--- config.mk ---
export PLATFORM = sky130hd
export DESIGN_NAME = decode_sequencer
export DESIGN_NICKNAME = d
export VERILOG_FILES = /design/src/rtl/decode_sequencer.sv
export SDC_FILE = /design/constraint.sdc
export NUM_CORES = 1
export LEC_CHECK = 0
export CORE_ASPECT_RATIO = 1.25
export CORE_UTILIZATION = 41
export CTS_CLUSTER_DIAMETER = 200
export DETAILED_ROUTE_END_ITERATION = 8
export MAX_ROUTING_LAYER = met4
export PLACE_DENSITY = 0.77
export SYNTH_ARGS = -nofsm -noshare
export SYNTH_HDL_FRONTEND = slang
export SYNTH_SLANG_ARGS = --single-unit
--- constraint.sdc ---
create_clock -name clk -period 1.4 [get_ports clk]
set_input_delay 0.21 -clock clk [delete_from_list [all_inputs] [get_ports clk]]
set_output_delay 0.21 -clock clk [all_outputs]
set_load 0.01 [all_outputs]
--- src/rtl/decode_sequencer.sv ---
// decode_sequencer: registered, handshaked EV22 instruction decoder.
// One instruction is accepted per handshake and produces a one-cycle ctrl_valid
// pulse with a held control word. MOM instructions keep MR/MW asserted for
// MEM_CYCLES cycles. Optional macro EV22_CALL_STACK_EN adds the BSR/RET
// return-address stack and the sticky stack_err flag.
module decode_sequencer #(
    parameter int RW          = 5,
    parameter int PC_W        = 8,
    parameter int STACK_DEPTH = 4,
    parameter int MEM_CYCLES  = 2
) (
    input  logic            clk,
    input  logic            reset_n,
    input  logic            instr_valid,
    output logic            instr_ready,
    input  logic [7:0]      OPCODE,
    input  logic [RW-1:0]   Ri,
    input  logic [RW-1:0]   Rj,
    input  logic [PC_W-1:0] pc,
    output logic            ctrl_valid,
    output logic [3:0]      ALUC,
    output logic [1:0]      SH,
    output logic            KMux,
    output logic            MR,
    output logic            MW,
    output logic [RW-1:0]   Sel_A,
    output logic [RW:0]     Sel_B,
    output logic [RW:0]     Sel_C,
    output logic [6:0]      Type,
    output logic            pc_load,
    output logic [PC_W-1:0] pc_target,
    output logic            illegal,
    output logic            stack_err
);

    localparam logic [RW:0] SEL_W    = (RW+1)'(34);
    localparam logic [RW:0] SEL_NONE = (RW+1)'(35);
    localparam int CNT_W = (MEM_CYCLES > 1) ? $clog2(MEM_CYCLES) : 1;
    localparam logic [CNT_W-1:0] CNT_LOAD = CNT_W'(MEM_CYCLES - 1);

    if (MEM_CYCLES < 1 || STACK_DEPTH < 2 || (STACK_DEPTH & (STACK_DEPTH - 1)) != 0) begin : g_bad_params
        $error("decode_sequencer: MEM_CYCLES must be >= 1 and STACK_DEPTH a power of two >= 2");
    end

    typedef enum logic [1:0] {IDLE, ISSUE, MEMHOLD} state_t;

    state_t           state, state_next;
    logic [CNT_W-1:0] hold_cnt;
    logic             accept;
    logic             done;

    logic [3:0]       d_aluc;
    logic             d_kmux, d_mr, d_mw, d_pcload, d_illegal;
    logic [RW:0]      d_selb, d_selc;
    logic [6:0]       d_type;
    logic [PC_W-1:0]  d_target;

`ifdef EV22_CALL_STACK_EN
    localparam int PTR_W = $clog2(STACK_DEPTH);
    logic [PC_W-1:0]  stack_mem [STACK_DEPTH];
    logic [PTR_W:0]   sp;
    logic [PTR_W-1:0] top_idx;
    logic             stack_empty, stack_full;
    logic             d_push, d_pop;
    logic             push_q, pop_q, stack_err_q;
    logic [PC_W-1:0]  ret_addr_q;

    assign top_idx     = PTR_W'(sp - (PTR_W+1)'(1));
    assign stack_empty = (sp == '0);
    assign stack_full  = (sp == (PTR_W+1)'(STACK_DEPTH));
    assign stack_err   = stack_err_q;
`else
    assign stack_err   = 1'b0;
`endif

    assign accept      = instr_valid & instr_ready;
    assign instr_ready = (state == IDLE);
    assign done        = (state == ISSUE) || (state == MEMHOLD && hold_cnt == '0);
    assign ctrl_valid  = done;
    assign SH          = 2'b00;

    // Decode the presented opcode into the control word that will be latched on accept.
    always_comb begin
        d_aluc    = 4'b0000;
        d_kmux    = 1'b0;
        d_mr      = 1'b0;
        d_mw      = 1'b0;
        d_selb    = '0;
        d_selc    = SEL_NONE;
        d_type    = 7'b0000000;
        d_pcload  = 1'b0;
        d_target  = '0;
        d_illegal = 1'b0;
`ifdef EV22_CALL_STACK_EN
        d_push    = 1'b0;
        d_pop     = 1'b0;
`endif
        casez (OPCODE)
            8'b00100???:              d_type = 7'b1000000;
            8'b00101???, 8'b00110???: d_type = 7'b1000001;
            8'b00111???:              d_type = 7'b1010000;
            8'b000100??: begin d_mw = 1'b1; d_type = 7'b0000001; end
            8'b000101??: begin d_mr = 1'b1; d_type = 7'b0000010; end
            8'b000110??: begin
                d_aluc = 4'b0101; d_selb = SEL_W; d_selc = {1'b0, Ri}; d_type = 7'b0111101;
            end
            8'b000111??: begin
                d_type   = 7'b1000000;
                d_pcload = 1'b1;
                d_target = pc + PC_W'(OPCODE[1:0]);
`ifdef EV22_CALL_STACK_EN
                d_push   = 1'b1;
`endif
            end
            8'b000010??: begin d_selb = SEL_W; d_selc = {1'b0, Ri}; d_type = 7'b0001100; end
            8'b000011??: begin
                d_aluc = 4'b0001; d_selb = SEL_W; d_selc = {1'b0, Ri}; d_type = 7'b0001001;
            end
            8'h04: begin d_kmux = 1'b1; d_selc = SEL_W; d_type = 7'b0000010; end
            8'h05: begin d_aluc = 4'b0111; d_kmux = 1'b1; d_selb = SEL_W; d_selc = SEL_W; d_type = 7'b0000011; end
            8'h06: begin d_aluc = 4'b0110; d_kmux = 1'b1; d_selb = SEL_W; d_selc = SEL_W; d_type = 7'b0000011; end
            8'h07: begin d_aluc = 4'b0101; d_kmux = 1'b1; d_selb = SEL_W; d_selc = SEL_W; d_type = 7'b0110011; end
            8'h02, 8'h44: begin d_selc = SEL_W; d_type = 7'b0000110; end
            8'h42: begin d_aluc = 4'b0111; d_selb = SEL_W; d_selc = SEL_W; d_type = 7'b0000111; end
            8'h03: begin d_aluc = 4'b0110; d_selb = SEL_W; d_selc = SEL_W; d_type = 7'b0000111; end
            8'h43: begin d_aluc = 4'b0101; d_selb = SEL_W; d_selc = SEL_W; d_type = 7'b0110111; end
            8'h00: begin d_aluc = 4'b0011; d_selb = SEL_W; d_selc = SEL_W; d_type = 7'b0000011; end
            8'h40: begin d_aluc = 4'b1011; d_type = 7'b0100000; end
            8'h01: begin d_aluc = 4'b1100; d_type = 7'b0100000; end
`ifdef EV22_CALL_STACK_EN
            8'h41: begin
                d_type   = 7'b1000000;
                d_pcload = 1'b1;
                d_target = stack_empty ? '0 : stack_mem[top_idx];
                d_pop    = 1'b1;
            end
`endif
            default: d_illegal = 1'b1;
        endcase
    end

    // State register.
    always_ff @(posedge clk or negedge reset_n) begin
        if (!reset_n) state <= IDLE;
        else          state <= state_next;
    end

    // Next-state logic: MOM instructions detour through MEMHOLD, everything else pulses once in ISSUE.
    always_comb begin
        state_next = state;
        case (state)
            IDLE:    if (accept) state_next = (d_mr | d_mw) ? MEMHOLD : ISSUE;
            ISSUE:   state_next = IDLE;
            MEMHOLD: if (hold_cnt == '0) state_next = IDLE;
            default: state_next = IDLE;
        endcase
    end

    // Memory hold counter, loaded on accept and run down to zero while in MEMHOLD.
    always_ff @(posedge clk or negedge reset_n) begin
        if (!reset_n)                               hold_cnt <= '0;
        else if (accept)                            hold_cnt <= CNT_LOAD;
        else if (state == MEMHOLD && hold_cnt != '0) hold_cnt <= hold_cnt - CNT_W'(1);
    end

    // Control word register: loaded on accept and held; only MR/MW drop once the instruction completes.
    always_ff @(posedge clk or negedge reset_n) begin
        if (!reset_n) begin
            ALUC      <= '0;
            KMux      <= 1'b0;
            MR        <= 1'b0;
            MW        <= 1'b0;
            Sel_A     <= '0;
            Sel_B     <= '0;
            Sel_C     <= SEL_NONE;
            Type      <= '0;
            pc_load   <= 1'b0;
            pc_target <= '0;
            illegal   <= 1'b0;
        end else if (accept) begin
            ALUC      <= d_aluc;
            KMux      <= d_kmux;
            MR        <= d_mr;
            MW        <= d_mw;
            Sel_A     <= Rj;
            Sel_B     <= d_selb;
            Sel_C     <= d_selc;
            Type      <= d_type;
            pc_load   <= d_pcload;
            pc_target <= d_target;
            illegal   <= d_illegal;
        end else if (done) begin
            MR        <= 1'b0;
            MW        <= 1'b0;
        end
    end

`ifdef EV22_CALL_STACK_EN
    // Stack pointer and sticky error: the pending push/pop is captured on accept and committed with ctrl_valid.
    always_ff @(posedge clk or negedge reset_n) begin
        if (!reset_n) begin
            sp          <= '0;
            stack_err_q <= 1'b0;
            push_q      <= 1'b0;
            pop_q       <= 1'b0;
            ret_addr_q  <= '0;
        end else begin
            if (accept) begin
                push_q     <= d_push;
                pop_q      <= d_pop;
                ret_addr_q <= pc + PC_W'(1);
            end
            if (done && push_q) begin
                if (stack_full) stack_err_q <= 1'b1;
                else            sp <= sp + (PTR_W+1)'(1);
            end
            if (done && pop_q) begin
                if (stack_empty) stack_err_q <= 1'b1;
                else             sp <= sp - (PTR_W+1)'(1);
            end
        end
    end

    // Stack storage; entries above the pointer are never read, so no reset is needed.
    always_ff @(posedge clk) begin
        if (done && push_q && !stack_full) stack_mem[sp[PTR_W-1:0]] <= ret_addr_q;
    end
`endif

endmodule

==> flow_summary.toml <==
[route]
drc = 0
first_pass_iters = 4
vias = 2220
wire_per_inst_um = 15.4
wl_mm = 6.25
via_per_inst = 5.47
ant_nets = 0
drt_first_iter_violations = 140

[yosys]
synthFlopType = "dfrtp_1"
synth_compound_area_share_pct = 16.6
seq_area_frac_synth_pct = 46.3
synth_seq_cells = 39
yosysUniqueCellTypes = 45
yosys_warnings = 0
synth_most_common_cell = "nand2_1"
synth_top_family_by_area = "simple AND/OR/NAND/NOR gates"
yosys.area_share.simple_pct = 22.8
synthTopCellsByCount = "nand2_1, dfrtp_1, o21ai_0"
synth_area_leaders = "dfrtp_1, nand2_1, o21ai_0, dfstp_2, buf_4"
syn-cell-area_mm2 = 0.00212
synth.mux.area_fraction_pct = 0.946
synth_adder_area_share_pct = 2.13
syn_avg_cell_area_um2 = 8.74
synthXorXnorAreaFrac_pct = 3.31
synthArstFlopShare_pct = 100
syn_inst = 242
synth_top_area_share_pct = 42.6
synth_area_leader_cell = "dfrtp_1"
synth-edff-count = 0

[hold_path]
hp-start = "OPCODE[3]"
hold_depth = 4
holdPathEnd = "ALUC[3]$_DFFE_PN0P_"
hold_path_class = "input port to register"

[setup_path]
slowest_delay_ns = 0.45
worstPathMaxFanout = 5
reg2reg_slack_ns = -0.09
crit_required_ns = 1.62
regToRegStartpoint = "state[1]$_DFFE_PN0P_"
cp-start-kind = "register"
worstPathArrival_ns = 1.71
crit_chain = "or3b_4, or3_4, o21ai_2"
reg2regPathDepth = 3
critPathSlowestCell = "or3b_4"
cp-end-kind = "register"
path_class = "register to register"
r2r_end = "pc_target[7]$_DFFE_PN0P_"

[pwr]
leakagePower_nw = 1.72
ir_worst_vdd_mv = 0.549
power_density_mw_per_mm2 = 838
p_total_mw = 2.80

[final_layout]
multi_input_area_mm2 = 0.00111
diodes = 0
fin_cells = 406
layout.nets = 377
layout.area.seq_um2 = 980
nFillCells = 393
fin_util_pct = 69.1
syn_to_final_growth_pct = 57.9
drive_above_1_share_pct = 24.9

[sta]
max_freq_ghz = 0.669
period_share_pct = 107
min_period_ns = 1.49
setup_ws_ns = -0.0941
skew_ns = 0.00143
finalSetupViolCount = 9
drv_slew = 0
holdWs_ns = 0.339
finalSetupTns_ns = -0.445
hold_viol = 0
rsz0062_at_grt = "true"

[clock_network]
h-tree-depth = 2
clock_latency_ns = 0.29
clockBufferDepth = 2
clk_pin_slew_ns = 0.07
clock_sinks = 39
cts_buffers = 5
root_buffer = "clkbuf_8"
cts_tree = "done"

[run]
max_cap_viol_count = 0

[run_status]
outcome = "complete, but fails checks"
violations = "negative setup slack"

[grt]
grt_max_degree = 21
track_usage_pct = 24.6
grt_antenna_before_repair = 0
grt-ovfl-total = 0
grt_pass1_vias = 2061
grt_pass1_wl_mm = 9.67

[floorplanning]
rows = 28
start_util_pct = 43.8
chipWidth_um = 66.3
core-area_mm2 = 0.00483
fp.dieH_um = 82.3
die_area_mm2 = 0.00545
io_pins = 75

[placed_design]
place_congestion = 0.831
place_inst = 391
place_hpwl_mm = 4.27
io_buffer_count = 67
==> cell families (layout without fill, tap and decap cells) <==
group,Yosys count,count (layout)
AND/OR/NAND/NOR,102,103
buffers and inverters,32,129
other,1,7
XOR/XNOR,8,8
multiplexers,2,2
adder cells (fa/ha/maj),3,3
flip-flops,39,39
AO/OA/AOI/OAI,55,55
==> power breakdown <==
part           internal, mW  switching [mW]  total (mW)
clock network         0.397           0.378       0.775
registers              1.22          0.0452        1.26
logic                 0.383           0.381       0.764
==> worst max-delay path by stage <==
stage | depth (start not counted) | slack [ns] | startpoint | endpoint
final | 3 | -0.09 | state[1]$_DFFE_PN0P_ | pc_target[7]$_DFFE_PN0P_
after global routing | 3 | -0.11 | state[1]$_DFFE_PN0P_ | pc_target[7]$_DFFE_PN0P_
after CTS | 5 | -0.17 | state[0]$_DFFE_PN0P_ | ctrl_valid
after detailed placement | 7 | -0.52 | OPCODE[0] | pc_target[6]$_DFFE_PN0P_
after global placement | 7 | -0.49 | OPCODE[0] | pc_target[6]$_DFFE_PN0P_
after floorplan | 5 | -0.17 | state[1]$_DFFE_PN0P_ | pc_target[0]$_DFFE_PN0P_
==> area by class of cell <==
cell class | instances | area share (%)
clock buffers | 7 | 2.58
clock inverters | 1 | 0.150
repair buffers | 115 | 31.7
well taps | 60 | 2.25
multi-input cells | 178 | 33.3
inverters | 6 | 0.674
flip-flops and latches | 39 | 29.3
==> stage by stage <==
step,setup WS [ns],cell area [µm²]
after floorplan,-0.165,2160
after global placement,-0.491,3070
after detailed placement,-0.516,3070
after CTS,-0.166,3250
after global routing,-0.112,3340
final,-0.0941,3340
==> placed cells by master, fill, tap and decap left out, types with 4 or more instances in the layout <==
cell type         n
nand2_1          48
buf_4            40
dfrtp_1          36
dlygate4sd2_1    33
clkdlybuf4s50_1  17
nor2_1           15
o21ai_0          13
dlymetal6s2s_1   11
a21oi_1           8
o21ai_1           8
conb_1            7
inv_1             6
xnor2_1           6
nand3_1           6
clkbuf_8          6
a31oi_1           5
nand2b_1          4
nor2b_1           4
nor3_1            4
o21ai_2           4
buf_6             4
==> worst max-delay path: cells and delay by family (launching register included) <==
kind	cells	cell delay [ns]
AND/OR/NAND/NOR	2	0.86
AO/OA/AOI/OAI	1	0.17
flip-flops	1	0.39
==> flip-flops by register name (all words and copies together), names as in the netlist <==
signal     flops
Sel_A          5
state          2
Type           7
pc_target      8
MW             1
Sel_B          1
KMux           1
Sel_C          6
MR             1
hold_cnt       1
pc_load        1
illegal        1
ALUC           4
==> repair_timing <==
item                                    in CTS  in global routing
buffers inserted                             1                  3
hold buffers                                 1                  0
endpoints found under the hold margin       15                  0
gates resized for setup                     64                 30
endpoints found under the setup margin      56                 45
cloned                                       2                  0
pin swaps                                   14                  3
==> layer usage <==
metal,routed length [µm],part of all wire [%],vias to the layer above,track usage [%]
met4,129,2.1,0,10.6
met1,2310,37,1080,28.4
met3,443,7.1,11,4.12
met5,0,0,-,-
li1,-,-,1031,-
met2,3370,54,98,42.1
(Power assumes the default switching activity.)
==> patch 1, RTL diff (same flow settings) <==
Encoding of `state_t`: now one-hot (3 bits for 3 states).
--- a/src/rtl/decode_sequencer.sv
+++ b/src/rtl/decode_sequencer.sv
@@ -42,7 +42,7 @@
         $error("decode_sequencer: MEM_CYCLES must be >= 1 and STACK_DEPTH a power of two >= 2");
     end
 
-    typedef enum logic [1:0] {IDLE, ISSUE, MEMHOLD} state_t;
+    typedef enum logic [2:0] {IDLE = 3'b001, ISSUE = 3'b010, MEMHOLD = 3'b100} state_t;
 
     state_t           state, state_next;
     logic [CNT_W-1:0] hold_cnt;
Function: same outputs for any inputs over 10 cycles, from zero or initial values and one cycle with reset_n low; not proved beyond that.
==> patch 1 against the unedited design <==
The flow still finishes with violations (negative setup slack). Synthesized cell count down 1.2%. Clock skew rose by 0.0043 ns. Synthesized area is 3.1% higher. Worst setup slack got worse by 0.062 ns. Cell area grew 8.3%. Clock power grew 22%. Die area is 3.0% higher. Via count decreased by 0.72%. Critical path depth is 1 higher. Routed wire length increased by 2.1%. Sequential cell count up 1. Sequential share of layout area decreased by 1.5 points. Total power up 22%. Largest cell class unchanged.
==> patch 1: results (changes against the unedited design) <==
drt_iter0_markers: 76  # -46%
drive_gt1_share_pct: 34.5  # +9.6 points
async_flop_share_pct: 100  # unchanged
grt_pass1_vias: 2138  # +3.7%
port_buffers: 67  # unchanged
numCtsBuffers: 5  # unchanged
fin_nets: 379  # +0.53%
status: "finished, violations left"
clock_latency_ns: 0.30
synth_compound_gate_area_share_pct: 16.4  # -0.21 points
synth.top_cells.by_count: "nand2_1, dfrtp_1, nor2_1"
p_leak_uw: 0.00179  # +4.1%
htreeDepth: 2  # unchanged
detailedRoute.firstPassIterationCount: 4  # unchanged
ys_seq_area_share_pct: 46.1  # -0.18 points
ys.flop_type: "dfrtp_1"
antenna_found_initial: 0  # unchanged
finalSetupViolCount: 36  # +27
dp_worst_setup_slack_ns: -0.600  # -0.0842 ns
arrival_ns: 1.73  # +0.02 ns
ys_top_cells_by_area: "dfrtp_1, nand2_1, dfstp_2, o21ai_0, nor2_1"
wl_per_cell_um: 15.6  # +1.1%
cts_root_buf: "clkbuf_8"
muxShareOfSynthArea_pct: 1.89  # +0.95 points
hold_class: "input port to asynchronous set/reset pin"
place_congestion: 0.856  # +2.9%
clkTransAtPathRegs_ns: 0.08
finClkSkew_ns: 0.00571  # +0.00427 ns
hold_viol: 0  # unchanged
peakVddDrop_mv: 0.570  # +3.9%
vias: 2204  # -0.72%
synthAdderAreaFrac_pct: 2.07  # -0.064 points
clockBufferDepth: 2  # unchanged
yosysUniqueCellTypes: 54  # +20%
crit_fanout: 7  # +2
antenna_cells: 0  # unchanged
dp_hpwl_um: 4060  # -5.0%
setup_slack_ns: -0.156  # -0.0615 ns
grtUsageTotal_pct: 24.6  # about the same
largestRegisters: "pc_target x8, Type x7, Sel_C x6"
violations: "negative setup slack"
yosysWarnings: 0  # unchanged
grt_max_degree: 41  # +95%
synth_xor_area_share_pct: 3.61  # +0.30 points
fillers: 362  # -7.9%
grt_pass1_wl_um: 10200  # +5.3%
patch 1: cell count changes after synthesis, moves of 2 or more:
cell,before,now
o21ai_0,24,17
nand2_1,48,45
nor2_1,16,19
o211ai_1,3,0
o22a_1,0,3
inv_1,6,4
nand4_1,2,4
nor2b_1,5,3
nor4_1,4,2
o21a_1,2,0
o31ai_1,0,2
patch 1: cell families (layout without fill, tap and decap cells):
kind of cell               count (synthesis)  count (layout)
xor gates and xnor gates                   9               9
adders and majority gates                  3               3
DFF                                       40              40
muxes                                      4               4
AOI/OAI and AO/OA                         52              52
buffers and inverters                     29             132
and+or+nand+nor                          101             101
other                                      1               7
patch 1: area by class of cell:
type                    count  area, um2  share of cell area, %
multi-input cells         176       1280                   35.4
repair buffers            120       1130                   31.2
flip-flops and latches     40       1010                   27.8
well taps                  62       77.6                   2.14
clock buffers               6       72.6                   2.01
clock inverters             2       35.0                  0.969
inverters                   4       15.0                  0.415
patch 1: path summary, 6_finish.rpt:
path                           start  slack (ns)       end  depth (start not counted)
max in group asynchronous    reset_n        0.70  state[0]                          3
hold reg to reg             Sel_C[1]        0.46  Sel_C[1]                          2
hold / removal               reset_n        0.43   ALUC[3]                          3
setup reg to reg            state[0]       -0.16   Type[0]                          4
setup / recovery            state[0]       -0.16   Type[0]                          4
min in group clk           OPCODE[6]        0.43      KMux                          4
patch 1: per-stage QoR:
stage	power (uW)	instances	cell area, um2	setup TNS, ns
4_1_cts	3390	408	3490	-2.27
3_5_place_dp	2400	388	3150	-17.16
3_3_place_gp	2370	388	3150	-16.63
2_1_floorplan	1860	245	2260	-1.21
5_1_grt	3590	410	3620	-4.09
6_report	3420	410	3620	-2.92
patch 1: what timing repair did:
action	in CTS	in global routing
endpoints found under the setup margin	69	47
resized for setup	86	44
hold endpoints to repair	36	0
buffers inserted	9	3
hold buffers	1	0
gates cloned	2	0
pin swaps	14	6
patch 1: critical path, cell delays in order, from the launching register on:
cell and delay, ns:
dfstp_2 0.57, nand2_2 0.08, or3_4 0.43, a221oi_4 0.28
a211oi_2 0.08
patch 1: power breakdown:
group | leakage [uW] | internal, uW | switching (uW)
Clock | 0.0000552 | 529 | 415
Sequential | 0.000510 | 1310 | 90.1
Combinational | 0.00123 | 568 | 517
patch 1: per-layer routing:
layer,vias to the layer above,share of wire [%],GRT usage [%],routed length [um]
met5,-,0,-,0
met4,0,3.3,10.8,212
met3,17,4.3,4.23,271
met2,76,53,40.7,3380
met1,1072,39,28.4,2520
li1,1039,-,-,-
==> patch 2, RTL diff (config.mk and constraints unchanged) <==
Without the edit above. The option `EV22_CALL_STACK_EN` is turned on by a define.
--- a/src/rtl/decode_sequencer.sv
+++ b/src/rtl/decode_sequencer.sv
@@ -3,6 +3,8 @@
 // pulse with a held control word. MOM instructions keep MR/MW asserted for
 // MEM_CYCLES cycles. Optional macro EV22_CALL_STACK_EN adds the BSR/RET
 // return-address stack and the sticky stack_err flag.
+`define EV22_CALL_STACK_EN
+
 module decode_sequencer #(
     parameter int RW          = 5,
     parameter int PC_W        = 8,
Behaviour: not the same (a bounded check fails within 4 cycles, from zero or initial values and one cycle with reset_n low).
==> patch 2 against the unedited design <==
Sequential share of layout area increased by 4.1 points. Routed wire length grew 110%. Non-clock buffer count rose by 66. Synthesized cell count rose by 64%. Total power rose to 2.6 times the old value. Highest routed layer unchanged. Critical endpoint is now Type[1]. First-iteration DRC count rose by 30%. Largest cell class is now flip-flops and latches. Count of clock-buffer cells in the layout grew 3. Sequential cell count is 46 higher. Synthesized area rose by 100%. Cell area rose by 110%. Worst setup slack lost 0.13 ns. Utilization is 0.81 points lower. Via count up 72%. The run still ends with negative setup slack left.
==> patch 2: results (changes against the unedited design) <==
arrival_ns: 1.82  # +0.11 ns
via_per_inst: 5.48  # +0.30%
grt_max_degree: 33  # +57%
status: "finished, violations left"
p_clk_share_pct: 30.6  # +2.9 points
grt_pass1_wl_um: 19600  # +100%
grtUsageTotal_pct: 25.0  # +0.41 points
wl_met3_um: 451  # +1.8%
clock_latency_ns: 0.34  # +0.05 ns
p_leak_uw: 0.00300  # +74%
dp_worst_setup_slack_ns: -0.752  # -0.236 ns
crit_fanout: 7  # +2
largest_reg_flops: 32  # +24
dp_hpwl_um: 8520  # +99%
grt.met1_usage_pct: 28.4  # about the same
setup_slack_ns: -0.221  # -0.126 ns
wl_um: 13200  # +110%
hp-start: "pc[0]"
htreeDepth: 3  # +1
drt-met1-wl_um: 5300  # +130%
synth.top_cells.by_count: "nand2_1, dfrtp_1, nor2_1"
yosysUniqueCellTypes: 60  # +33%
peakVddDrop_mv: 0.630  # +15%
p_sw_uw: 2190  # +170%
r2r_start: "state[0]"
place_congestion: 0.890  # +7.0%
met2_length_um: 6930  # +110%
violations: "negative setup slack"
finClkSkew_ns: 0.00735  # +0.00592 ns
finalSetupViolCount: 85  # +76
p_per_area_mw_per_mm2: 1070  # +27%
use_met2_pct: 43.5  # +1.3 points
synth_edf_count: 32  # +32
tns_ns: -13.77  # -13.32 ns
drive_gt1_share_pct: 41.6  # +17 points
fin_crit_ns: 1.62  # +0.126 ns
ys_top_cells_by_area: "dfrtp_1, edfxtp_1, nand2_1, mux4_2, nor2_1"
syn2layout_area_growth_pct: 62.7
port_buffers: 68  # +1.5%
numCtsBuffers: 9  # +4
drt_iter0_markers: 182  # +30%
==> patch 2: cell type report <==
type / count / area share (%)
clock buffers: 10 / 3.33
clock inverters: 6 / 0.656
inverters: 8 / 0.474
multi-input cells: 277 / 33.0
flip-flops and latches: 85 / 33.4
well taps: 129 / 2.35
repair buffers: 181 / 26.8
==> patch 2: repair_timing <==
| item | CTS | global route |
|---|---|---|
| hold endpoints to repair | 12 | 0 |
| pin swaps | 24 | 38 |
| hold buffers | 1 | 0 |
| setup endpoints to repair | 121 | 86 |
| cloned | 4 | 3 |
| resized for setup | 113 | 81 |
| setup buffers | 28 | 6 |
==> patch 2: cell families (layout without fill, tap and decap cells) <==
| group | count (synthesis) | count (layout) | share of synthesized area [%] |
|---|---|---|---|
| buffers and inverters | 41 | 205 | 4.48 |
| AND/OR/NAND/NOR | 159 | 160 | 18.1 |
| flip-flops | 85 | 85 | 54.3 |
| AO/OA/AOI/OAI | 80 | 80 | 13.0 |
| XOR/XNOR | 13 | 13 | 2.70 |
| other | 1 | 6 | 0.0888 |
| multiplexers | 9 | 9 | 4.53 |
| adder cells (fa/ha/maj) | 9 | 9 | 2.85 |
==> patch 2: path summary, 6_finish.rpt <==
| path | cells past startpoint | slack (ns) | endpoint |
|---|---|---|---|
| setup / recovery | 5 | -0.22 | Type[1] |
| setup reg to reg | 5 | -0.22 | Type[1] |
| max in group asynchronous | 3 | 0.53 | Sel_C[5] |
| hold reg to reg | 2 | 0.48 | pc_load |
| min in group asynchronous | 2 | 0.30 | Sel_B[1] |
| hold / removal | 3 | 0.27 | ret_addr_q[0] |
==> patch 2: critical path: cells and delay by family, from the launching register on <==
family	cells	cell delay, ns
DFF	1	0.40
buffers and inverters	2	0.31
AOI/OAI and AO/OA	2	0.29
and+or+nand+nor	1	0.47
